==> config.mk <==
export PLATFORM = sky130hd
export DESIGN_NAME = log_arbiter
export DESIGN_NICKNAME = d
export VERILOG_FILES = /design/src/rtl/log_arbiter_pkg.sv /design/src/rtl/log_arbiter_rr.sv /design/src/rtl/log_arbiter.sv
export SDC_FILE = /design/constraint.sdc
export NUM_CORES = 1
export LEC_CHECK = 0
export CORE_MARGIN = 5
export CORE_UTILIZATION = 42
export CTS_CLUSTER_SIZE = 30
export DETAILED_ROUTE_END_ITERATION = 10
export PLACE_DENSITY = 0.87
export SYNTH_ARGS = -nofsm -noshare
export SYNTH_HDL_FRONTEND = slang
export SYNTH_SLANG_ARGS = --single-unit
==> constraint.sdc <==
create_clock -name CLK -period 8.1 [get_ports CLK]
set_input_delay 1.62 -clock CLK [delete_from_list [all_inputs] [get_ports CLK]]
set_output_delay 1.62 -clock CLK [all_outputs]
set_load 0.02 [all_outputs]
==> src/rtl/log_arbiter_pkg.sv <==
// Shared types and constants for the log arbiter: severity levels and field widths.
package log_arbiter_pkg;

    localparam int LEVEL_W    = 2;
    localparam int DROP_CNT_W = 16;

    typedef enum logic [LEVEL_W-1:0] {
        LVL_DEBUG   = 2'd0,
        LVL_INFO    = 2'd1,
        LVL_WARNING = 2'd2,
        LVL_ERROR   = 2'd3
    } log_level_e;

    // A record is forwarded when its severity reaches the runtime threshold.
    function automatic logic level_passes(input logic [LEVEL_W-1:0] lvl,
                                          input logic [LEVEL_W-1:0] thr);
        return (lvl >= thr);
    endfunction

endpackage

==> src/rtl/log_arbiter_rr.sv <==
// Round-robin arbiter: picks the first eligible requester at or after the
// rotating pointer and moves the pointer just past every grant.
module rr_arbiter #(
    parameter int N_REQ = 4
) (
    input  logic                     clk,
    input  logic                     rst,
    input  logic [N_REQ-1:0]         i_eligible,
    output logic [N_REQ-1:0]         o_grant,
    output logic [$clog2(N_REQ)-1:0] o_index,
    output logic                     o_valid
);
    localparam int IDX_W = $clog2(N_REQ);

    logic [IDX_W-1:0] r_ptr;
    logic [IDX_W:0]   w_sum;
    logic [IDX_W-1:0] w_idx;
    logic [IDX_W-1:0] w_index;
    logic             w_found;

    // Scan from the furthest position back to the pointer so the closest eligible one wins.
    always_comb begin
        w_sum   = '0;
        w_idx   = '0;
        w_index = '0;
        w_found = 1'b0;
        for (int k = N_REQ - 1; k >= 0; k--) begin
            w_sum   = {1'b0, r_ptr} + (IDX_W+1)'(k);
            w_sum   = (w_sum >= (IDX_W+1)'(N_REQ)) ? (w_sum - (IDX_W+1)'(N_REQ)) : w_sum;
            w_idx   = w_sum[IDX_W-1:0];
            w_index = i_eligible[w_idx] ? w_idx : w_index;
            w_found = w_found | i_eligible[w_idx];
        end
    end

    // Priority pointer register.
    always_ff @(posedge clk or posedge rst) begin
        if (rst) begin
            r_ptr <= '0;
        end else if (w_found) begin
            r_ptr <= (w_index == IDX_W'(N_REQ - 1)) ? '0 : (w_index + IDX_W'(1));
        end else begin
            r_ptr <= r_ptr;
        end
    end

    assign o_grant = w_found ? (N_REQ'(1) << w_index) : '0;
    assign o_index = w_index;
    assign o_valid = w_found;

endmodule

==> src/rtl/log_arbiter.sv <==
// Log arbiter: round-robin merge of N_REQ log streams with a severity filter.
// Optional drop counter enabled by defining LOG_ARBITER_DROP_COUNT_EN.
module log_arbiter
    import log_arbiter_pkg::*;
#(
    parameter int N_REQ  = 4,
    parameter int DATA_W = 16
) (
    input  logic                       CLK,
    input  logic                       ASYNCRESET,
    input  logic                       CE,
    input  logic [LEVEL_W-1:0]         min_level,
    input  logic [N_REQ-1:0]           req_valid,
    output logic [N_REQ-1:0]           req_ready,
    input  logic [LEVEL_W*N_REQ-1:0]   req_level,
    input  logic [DATA_W*N_REQ-1:0]    req_data,
    output logic                       out_valid,
    input  logic                       out_ready,
    output logic [$clog2(N_REQ)-1:0]   out_src,
    output logic [LEVEL_W-1:0]         out_level,
    output logic [DATA_W-1:0]          out_data,
    output logic [DROP_CNT_W-1:0]      drop_count
);
    localparam int IDX_W = $clog2(N_REQ);

    logic                r_out_valid;
    logic [IDX_W-1:0]    r_out_src;
    logic [LEVEL_W-1:0]  r_out_level;
    logic [DATA_W-1:0]   r_out_data;

    logic                w_slot_free;
    logic [N_REQ-1:0]    w_eligible;
    logic [N_REQ-1:0]    w_grant;
    logic [IDX_W-1:0]    w_gnt_idx;
    logic                w_gnt_valid;
    logic [LEVEL_W-1:0]  w_gnt_level;
    logic [DATA_W-1:0]   w_gnt_data;
    logic                w_fwd;

    assign w_slot_free = !r_out_valid || out_ready;

    // Records below threshold may always be taken (they are dropped); others need a free slot.
    always_comb begin
        w_eligible = '0;
        for (int i = 0; i < N_REQ; i++) begin
            w_eligible[i] = req_valid[i] && CE && !ASYNCRESET &&
                            (!level_passes(req_level[LEVEL_W*i +: LEVEL_W], min_level) || w_slot_free);
        end
    end

    rr_arbiter #(.N_REQ(N_REQ)) u_rr (
        .clk        (CLK),
        .rst        (ASYNCRESET),
        .i_eligible (w_eligible),
        .o_grant    (w_grant),
        .o_index    (w_gnt_idx),
        .o_valid    (w_gnt_valid)
    );

    // Route the granted requester's level and payload.
    always_comb begin
        w_gnt_level = '0;
        w_gnt_data  = '0;
        for (int i = 0; i < N_REQ; i++) begin
            w_gnt_level = w_grant[i] ? req_level[LEVEL_W*i +: LEVEL_W] : w_gnt_level;
            w_gnt_data  = w_grant[i] ? req_data[DATA_W*i +: DATA_W]    : w_gnt_data;
        end
    end

    assign w_fwd = w_gnt_valid && level_passes(w_gnt_level, min_level);

    // Output register; a forwarding grant implies the slot is free, so it never overwrites a held record.
    always_ff @(posedge CLK or posedge ASYNCRESET) begin
        if (ASYNCRESET) begin
            r_out_valid <= 1'b0;
            r_out_src   <= '0;
            r_out_level <= LVL_DEBUG;
            r_out_data  <= '0;
        end else if (w_fwd) begin
            r_out_valid <= 1'b1;
            r_out_src   <= w_gnt_idx;
            r_out_level <= w_gnt_level;
            r_out_data  <= w_gnt_data;
        end else if (r_out_valid && out_ready) begin
            r_out_valid <= 1'b0;
        end else begin
            r_out_valid <= r_out_valid;
        end
    end

`ifdef LOG_ARBITER_DROP_COUNT_EN
    logic                  w_drop;
    logic [DROP_CNT_W-1:0] r_drop_cnt;

    assign w_drop = w_gnt_valid && !level_passes(w_gnt_level, min_level);

    // Saturating count of filtered records.
    always_ff @(posedge CLK or posedge ASYNCRESET) begin
        if (ASYNCRESET) begin
            r_drop_cnt <= '0;
        end else if (w_drop && (r_drop_cnt != {DROP_CNT_W{1'b1}})) begin
            r_drop_cnt <= r_drop_cnt + 16'd1;
        end else begin
            r_drop_cnt <= r_drop_cnt;
        end
    end

    assign drop_count = r_drop_cnt;
`else
    assign drop_count = '0;
`endif

    assign req_ready = w_grant;
    assign out_valid = r_out_valid;
    assign out_src   = r_out_src;
    assign out_level = r_out_level;
    assign out_data  = r_out_data;

endmodule

* After elaboration in Yosys (flattened, before gate mapping)
Index checks and enable logic that the tools add are counted.
** Operators by class
- Multiplexer cells :: 28
- Reduce and logical (&&, ||, !) cells :: 26
- Add/subtract/negate cells :: 8
- Shift operators :: 1
- Equality and inequality tests :: 1
- $lt $le $gt $ge :: 13
- Bitwise gates (word level) :: 3
** Operators with widths (count)
- 16-bit two-way mux :: 4
- 2-bit two-way mux :: 13
- 1-bit logical AND :: 14
- 2-bit by 3-bit less-than comparator with 1-bit output, second input constant :: 4
- 2-bit greater-or-equal comparator :: 5
- 3-bit greater-or-equal comparator, second input constant :: 3
- 1-bit binary-select mux with 2-bit select :: 4
- 2-bit by 1-bit subtractor with 2-bit output, second input constant :: 4
- 2-bit by 2-bit adder with 3-bit output, second input constant :: 2
- 1-bit logical NOT :: 6
- 1-bit two-way mux :: 6
- 1-bit logical OR :: 5
- 4-bit two-way mux :: 1
- 1-bit by 2-bit left shift with 4-bit output, first input constant :: 1
- 2-bit by 1-bit adder with 3-bit output, second input constant :: 1
- 2-bit by 3-bit greater-or-equal comparator with 1-bit output, second input constant :: 1
- 1-bit bitwise OR :: 3
- 2-bit by 1-bit adder with 2-bit output, second input constant :: 1
- 2-bit equality test, second input constant :: 1
- 2-bit nonzero test :: 1
** Storage, ports and cells
- Word-level logic and storage cells :: 85
- Register bits :: 23
- Output and inout bits :: 41

* Longest topological paths before layout
Gate-level depths: netlist of the first run.
- Depth in word-level cells :: 19
- Depth in mapped cells :: 21

* Modules after synthesis
From an unflattened synthesis of the first run, not the netlist that was laid out.
** Second synthesis, totals
- Cells, all modules :: 194
- Area, all modules :: 1936.9 um^2
** Modules (own cells, without submodules)
- log_arbiter :: cells each 162, times used 1, area an instance 1660.3 um^2
- rr_arbiter :: cells each 32, times used 1, area an instance 276.5 um^2

* Worst setup path before layout of the first run
Ideal clock, no wire load.
- Path type :: input-to-output
- Start point :: in min_level[1]
- End point :: out req_ready[3]
- Data required time :: 6480 ps
- Slack :: 2543 ps
- Path buffers :: 2
- Arrival :: 3937 ps
- Stages on the path :: 11
- Cell sequence :: inv_1 ha_1 nor3b_1 o31a_1 o221ai_1 a211oi_1 or2_1 ha_1 clkbuf_1 clkbuf_1 and2_1
** Between the ends
- Cells in the longest elaborated chain, start to end :: 12
- Elaborated cells on any way between the ends :: 33
** Ends and longest elaborated chain
- start: declaration :: RTL line log_arbiter.sv:12 : input logic [LEVEL_W-1:0] min_level,
- 2-bit greater-or-equal comparator :: RTL line log_arbiter_pkg.sv:17 : return (lvl >= thr);
- 1-bit logical NOT :: RTL line log_arbiter.sv:47 : (!level_passes(req_level[LEVEL_W*i +: LEVEL_W], min_level) || w_slot_free);
- 1-bit logical OR :: RTL line log_arbiter.sv:47
- 1-bit logical AND :: RTL line log_arbiter.sv:46 : w_eligible[i] = req_valid[i] && CE && !ASYNCRESET &&
- 1-bit binary-select mux with 2-bit select :: RTL line log_arbiter_rr.sv:31 : w_index = i_eligible[w_idx] ? w_idx : w_index;
- 1-bit two-way mux (implied by the code) :: RTL line log_arbiter_rr.sv:31
- 2-bit two-way mux (3 in series) :: RTL line log_arbiter_rr.sv:31
- 2-bit two-way mux (*) :: RTL line log_arbiter_rr.sv:31
- net u_rr.o_index[0] :: RTL line log_arbiter_rr.sv:10 : output logic [$clog2(N_REQ)-1:0] o_index,
- 1-bit by 2-bit left shift with 4-bit output (*) :: RTL line log_arbiter_rr.sv:47 : assign o_grant = w_found ? (N_REQ'(1) << w_index) : '0;
- 4-bit two-way mux (*) :: RTL line log_arbiter_rr.sv:47
- end: declaration :: RTL line log_arbiter.sv:14 : output logic [N_REQ-1:0] req_ready,
The timed path passes the listed nets; every way through them passes the cells marked *. The select of a mux whose other input is x is not followed.

* Worst setup path after layout of the first run
- Start point :: in min_level[0]
- End point :: out req_ready[2]
** Between the ends
- Cells in the longest elaborated chain, start to end :: 12
- Elaborated cells on any way between the ends :: 33
** Ends and longest elaborated chain (RTL line)
- 2-bit greater-or-equal comparator :: log_arbiter_pkg.sv:17
- 1-bit logical NOT :: log_arbiter.sv:47
- 1-bit logical OR :: log_arbiter.sv:47
- 1-bit logical AND :: log_arbiter.sv:46
- 1-bit binary-select mux with 2-bit select :: log_arbiter_rr.sv:31, log_arbiter_rr.sv:32
- 1-bit two-way mux (implied by the code) :: log_arbiter_rr.sv:31, log_arbiter_rr.sv:32
- 2-bit two-way mux (4 in series) :: log_arbiter_rr.sv:31
- 1-bit by 2-bit left shift with 4-bit output :: log_arbiter_rr.sv:47
- 4-bit two-way mux (*) :: log_arbiter_rr.sv:47
Mark *: on every way between the ends. The rest lies on a longest branch, timed or not. The select of a mux whose other input is x is not followed.

==> results of run 1 <==
==> worst register-to-register path: stages, from the launching register on <==
cell and delay [ps]:
dfrtp_1 410, nand2b_4 140, o31ai_4 350, o311ai_1 150, a211oi_1 430, or2_1 190
ha_1 550, buf_4 350, nand2_1 80, o21ai_0 110, nand2_1 90, ha_1 290
nand2b_1 90, a21o_1 210, and2_1 410, buf_4 320, mux2_1 350
==> per-stage QoR <==
step	area [um^2]	utilization, %	power, uW
floorplan	2210	-	420
global placement	3190	63.3	583
detailed placement	3190	63.3	594
CTS	3240	64.2	669
global route	3240	64.2	712
finish	3240	64.2	665
==> final timing paths <==
path                       slack, ps           end         start
hold / removal                   490  out_data[13]  out_data[13]
setup reg to reg                3450   out_data[9]     out_valid
setup / recovery                1170  req_ready[2]  min_level[0]
hold reg to reg                  490  out_data[13]  out_data[13]
max in group asynchronous       6130   out_data[4]    ASYNCRESET
min in group asynchronous       1730     out_valid    ASYNCRESET
==> cells by family (layout without fill, tap and decap cells) <==
logic type | Yosys count | count (layout) | share of synthesized area (%)
flops | 23 | 23 | 26.8
other cells | 1 | 16 | 0.174
mux | 17 | 17 | 10.5
compound gates | 75 | 75 | 24.1
buf+inv | 39 | 122 | 10.6
fa+ha+maj | 14 | 14 | 8.14
simple gates | 80 | 80 | 19.7
==> power by group through the flow <==
stage               Clock, uW  Combinational (uW)  Sequential, uW
floorplan                   0                 165             255
global placement            0                 389             194
detailed placement          0                 396             198
CTS                      74.8                 399             196
global route             79.7                 429             203
finish                   73.5                 395             196
==> sequential cells by signal, summed over array words and instances (netlist names) <==
signal      cells
out_data       16
out_level       2
out_src         2
out_valid       1
u_rr.r_ptr      2
==> layer usage <==
metal	vias up	track usage [%]	routed length [um]
li1	1054	-	-
met1	1003	22.5	2610
met2	76	34.9	3330
met3	6	4.17	531
met5	-	0	0
met4	0	4.39	93
==> area by class of cell <==
type                    instances  area (um^2)  share of cell area (%)
flip-flops and latches         23          576                    17.8
clock buffers                   3         41.3                    1.28
inverters                       7         26.3                   0.812
multi-input cells             202         1400                    43.3
clock inverters                 1         5.00                   0.155
well taps                      70         87.6                    2.71
repair buffers                111         1100                    33.9
==> cells in the final DEF, fill, tap and decap left out, drive strengths merged, types with 3 or more instances in the layout <==
master         instances
ha                    14
clkbuf                 3
o31ai                  9
and2                   5
nor2                   7
nand2                 35
inv                    7
a221oi                 5
clkdlybuf4s50        106
a21oi                 30
dfrtp                 23
conb                  16
nand3b                13
o21ai                 17
o31a                   4
buf                    5
nor3b                  4
mux2                  17
nor2b                  9
==> results_dict.tcl, run 1 <==
set metrics [dict create \
    fp.dieW_um 81.6 \
    numCtsBuffers 3 \
    seq_power_share_pct 29.5 \
    path_class "input pin to output port" \
    ys_ff_latch 23 \
    worst_slack_ps 1170 \
    n_fill_cell 416 \
    crit_required_ps 6480 \
    clk_latency_ps 260 \
    grt_pass1_wl_mm 9.98 \
    crit_chain "clkdlybuf4s50_1 > ha_1 > nor3b_1 > o31ai_4 > o311ai_1 > a211oi_1 > nor2_1 > ha_1 > buf_4 > and2_1 > clkdlybuf4s50_1" \
    drive_gt1_share_pct 7.20 \
    dp_slack_ps 1190 \
    cp_num_buf_inv 3 \
    slew_headroom_pct 55.9 \
    grt.total_usage_pct 19.0 \
    dpl.hpwl_mm 5.20 \
    fp.coreArea_um2 5040 \
    overflow 0 \
    clk_pin_slew_worst_paths_ps 90 \
    synth.largest_area_cell "dfrtp_1" \
    viasPerCell 5.13 \
    synthTopCellsByCount "nand2_1, a21oi_1, dfrtp_1" \
    whs_ps 491 \
    peakVddDrop_v 0.000135 \
    setup_viol 0 \
    slowest_delay_ps 600 \
    synth_top_area_share_pct 26.8 \
    cp.depth 11 \
    antenna_found_initial 0 \
    place_inst 413 \
    synth_most_common_cell "nand2_1" \
    grt_pass1_vias 2069 \
    ys_warn_count 0 \
    synth_ff_type "dfrtp_1" \
    slowest_stage "clkdlybuf4s50_1" \
    drcViolationCount 0 \
    drt-pass1-iter-count 4 \
    min_period_ps 6930 \
    cp_top_family "buffers and inverters" \
    cp_data_arrival_time_ps 5310 \
    rows 26 \
    final_cells 417 \
    rsz0062_at_grt "no" \
    cap_violations 0 \
    cts_buffer_depth 2 \
    power_frac_comb_pct 59.4 \
    grt_max_degree 25 \
    synth-edff-count 0 \
    nets 444 \
    cts_tree "done" \
    io_buffers 106 \
    cts_setup_buffers 0 \
    top_level_ports 123 \
    worstSetupEndpointType "output port" \
    yosysSeqAreaShare_pct 26.8 \
    postCtsHoldBufs 0 \
    tightest_slew_ps 662 \
    hold_depth 1 \
    hold_violations 0 \
    report.final.slew_viol_count 0 \
    totalWireLength_mm 6.55 \
    power.share.switching_pct 38.5 \
    hp-class "flip-flop to flip-flop" \
    ys_top_cells_by_area "dfrtp_1, ha_1, a21oi_1" \
    start_util_pct 42.7 \
    power_switching_uw 256 \
    status "finished clean" \
    die_area_um2 6650 \
    p_per_area_nw_per_um2 205 \
    num_vias 2139 \
    cp-start-kind "input pin" \
    ys_async_sr_fraction_pct 100 \
    fmax_mhz 144 \
    r2r_cells 16 \
    setup_tns_ps 0 \
    syn2layout_area_growth_pct 50.5 \
    die_h_um 81.6 \
    synth_area_um2 2150 \
    netlist_instances 249 \
    post-route-period-util_pct 85.6 \
    ctsResizeCount 0 \
    ant_nets 0 \
    h-tree-depth 1 \
    cts.sinks 23 \
    num_antenna_cells 0 \
    avgSynthCellArea_um2 8.64 \
    gp_congestion 0.800 \
    power.internal_uw 409 \
    root_buffer "clkbuf_8" \
    cp_max_fo 23 \
    fin_worst_skew_ps 0.811 \
    p_leak_uw 0.00131 \
    wire_per_inst_um 15.7 \
    clockPowerShare_pct 11.1 \
    drt_iter0_drc 91 \
    ys_types 38 \
]
(Power assumes the default switching activity.)
==> inputs of run 2 (changes only) <==
HOLD_SLACK_MARGIN = 0.08   (was unset)
SLEW_MARGIN = 5   (was unset)
==> results of run 2 <==
Same layout as run 1: the final DEF is identical, and so are final timing and power.
==> inputs of run 3 (changes only) <==
CORE_UTILIZATION = 35   (was 42)
PLACE_DENSITY = 0.78   (was 0.87)
clock period = 6.3 ns   (was 8.1 ns; I/O delays follow)
==> run 3 against run 2 <==
  * Register-to-register slack got worse by 1300 ps
  * Largest cell class unchanged
  * Worst setup slack got worse by 850 ps
  * First-iteration DRC count rose by 11%
  * Sequential share of layout area fell by 0.16 points
  * Critical path depth did not move
  * Clock power rose by 24%
  * Flip-flop and latch count did not move
  * Non-clock buffer count rose by 3
  * Global-route usage fell by 2.8 points
  * Critical path type unchanged
==> results_dict.tcl, run 3 (synthesis results as in run 1) <==
set metrics [dict create \
    report.final.slew_viol_count 0 \
    hold_violations 0 \
    p_leak_uw 0.00133 \
    cp_max_fo 21 \
    nets 447 \
    h-tree-depth 1 \
    viasPerCell 4.94 \
    peakVddDrop_v 0.000161 \
    cp_data_arrival_time_ps 4730 \
    slowest_delay_ps 570 \
    start_util_pct 36.1 \
    num_vias 2100 \
    rsz0062_at_grt "no" \
    ant_nets 0 \
    path_class "input pin to output port" \
    grt_max_degree 24 \
    status "finished clean" \
    grt_pass1_vias 2065 \
    largest_register_ffs 16 \
    gp_congestion 0.755 \
    grt_pass1_wl_mm 10.2 \
    dpl.hpwl_mm 5.17 \
    io_buffers 106 \
    fin_worst_skew_ps 2.72 \
    drt-pass1-iter-count 4 \
    root_buffer "clkbuf_8" \
    fp.coreArea_um2 5960 \
    cp_num_buf_inv 3 \
    r2r-start "out_valid" \
    n_fill_cell 547 \
    slew_headroom_pct 59.6 \
    p_per_area_nw_per_um2 261 \
    antenna_found_initial 0 \
    totalWireLength_mm 6.46 \
    postCtsHoldBufs 0 \
    cp-start-kind "input pin" \
    cts.sinks 23 \
    fp.dieW_um 88.4 \
    slowest_stage "clkdlybuf4s50_1" \
    fmax_mhz 167 \
    crit_required_ps 5040 \
    setup_viol 0 \
    cp-startpoint "min_level[0]" \
    numCtsBuffers 3 \
    crit_chain "clkdlybuf4s50_1 > ha_1 > nor3b_1 > o31ai_4 > o311ai_1 > a211oi_1 > or2_1 > ha_1 > buf_4 > and2_1 > clkdlybuf4s50_1" \
    min_period_ps 5990 \
    drcViolationCount 0 \
    tightest_slew_ps 606 \
    die_h_um 88.4 \
    layout_common_cells "clkdlybuf4s50_1, nand2_1, a21oi_1" \
    final_common_cell "clkdlybuf4s50_1" \
    rows 28 \
    clk_latency_ps 260 \
    cts_buffer_depth 2 \
    wire_per_inst_um 15.2 \
    die_area_um2 7810 \
    syn2layout_area_growth_pct 51.9 \
    hp-class "flip-flop to flip-flop" \
    post-route-period-util_pct 95.0 \
    drive_gt1_share_pct 8.29 \
    worstSetupEndpointType "output port" \
    fin_area_um2 3270 \
    cts_setup_buffers 0 \
    min_from "out_data[9]" \
    grt.total_usage_pct 16.2 \
    setup_tns_ps 0 \
    cap_violations 0 \
    num_antenna_cells 0 \
    cp_top_family "buffers and inverters" \
    overflow 0 \
    clk_pin_slew_worst_paths_ps 90 \
    drt_iter0_drc 101 \
    cts_tree "done" \
    dpl-instance-area_um2 3220 \
    top_level_ports 123 \
]
-- run 3: cell types whose count changed in the layout (fill, tap and decap cells not counted), sizes merged --
cell	delta
buf	+3
-- run 3: what timing repair did --
item	in CTS	in global routing
endpoints found under the setup margin	0	18
hold endpoints to repair	0	0
resized for setup	0	1
-- run 3: per-stage QoR --
| step | utilization [%] | hold WS, ps | instances | total power (uW) | setup WS (ps) |
|---|---|---|---|---|---|
| 2_1_floorplan | - | 517 | 264 | 540 | 1180 |
| 3_3_place_gp | 54.1 | 471 | 421 | 760 | 183 |
| 3_5_place_dp | 54.1 | 477 | 421 | 766 | -8.18 |
| 4_1_cts | 54.8 | 498 | 425 | 863 | 239 |
| 5_1_grt | 54.9 | 516 | 425 | 920 | 50.0 |
| 6_report | 54.9 | 490 | 425 | 853 | 314 |
-- run 3: worst paths after layout --
check / endpoint / slack (ps) / cells past startpoint
max: req_ready[3] / 310 / 11
min: out_data[9] / 490 / 1
max reg2reg: out_data[15] / 2140 / 17
min reg2reg: out_data[9] / 490 / 1
max in group asynchronous: out_data[13] / 4680 / 3
min in group asynchronous: out_valid / 1390 / 3
-- run 3: where the power goes --
group	total, uW	internal (uW)	switching (uW)
Combinational	509	271	237
Sequential	253	214	39.6
Clock	91.5	44.0	47.5
Total	853	529	324
-- run 3: cell type report --
| class | instances | area [um^2] | area share, % |
|---|---|---|---|
| clock buffers | 3 | 41.3 | 1.26 |
| repair buffers | 114 | 1120 | 34.3 |
| clock inverters | 1 | 5.00 | 0.153 |
| well taps | 75 | 93.8 | 2.87 |
| inverters | 7 | 26.3 | 0.804 |
| multi-input cells | 202 | 1400 | 43.0 |
| flip-flops and latches | 23 | 576 | 17.6 |
-- run 3: metal layers --
layer	track usage, %	up-vias	part of all wire (%)
met3	3.91	8	9.1
met5	0	-	0
li1	-	1059	-
met4	3.43	0	1.7
met1	21.0	948	41
met2	27.5	85	48
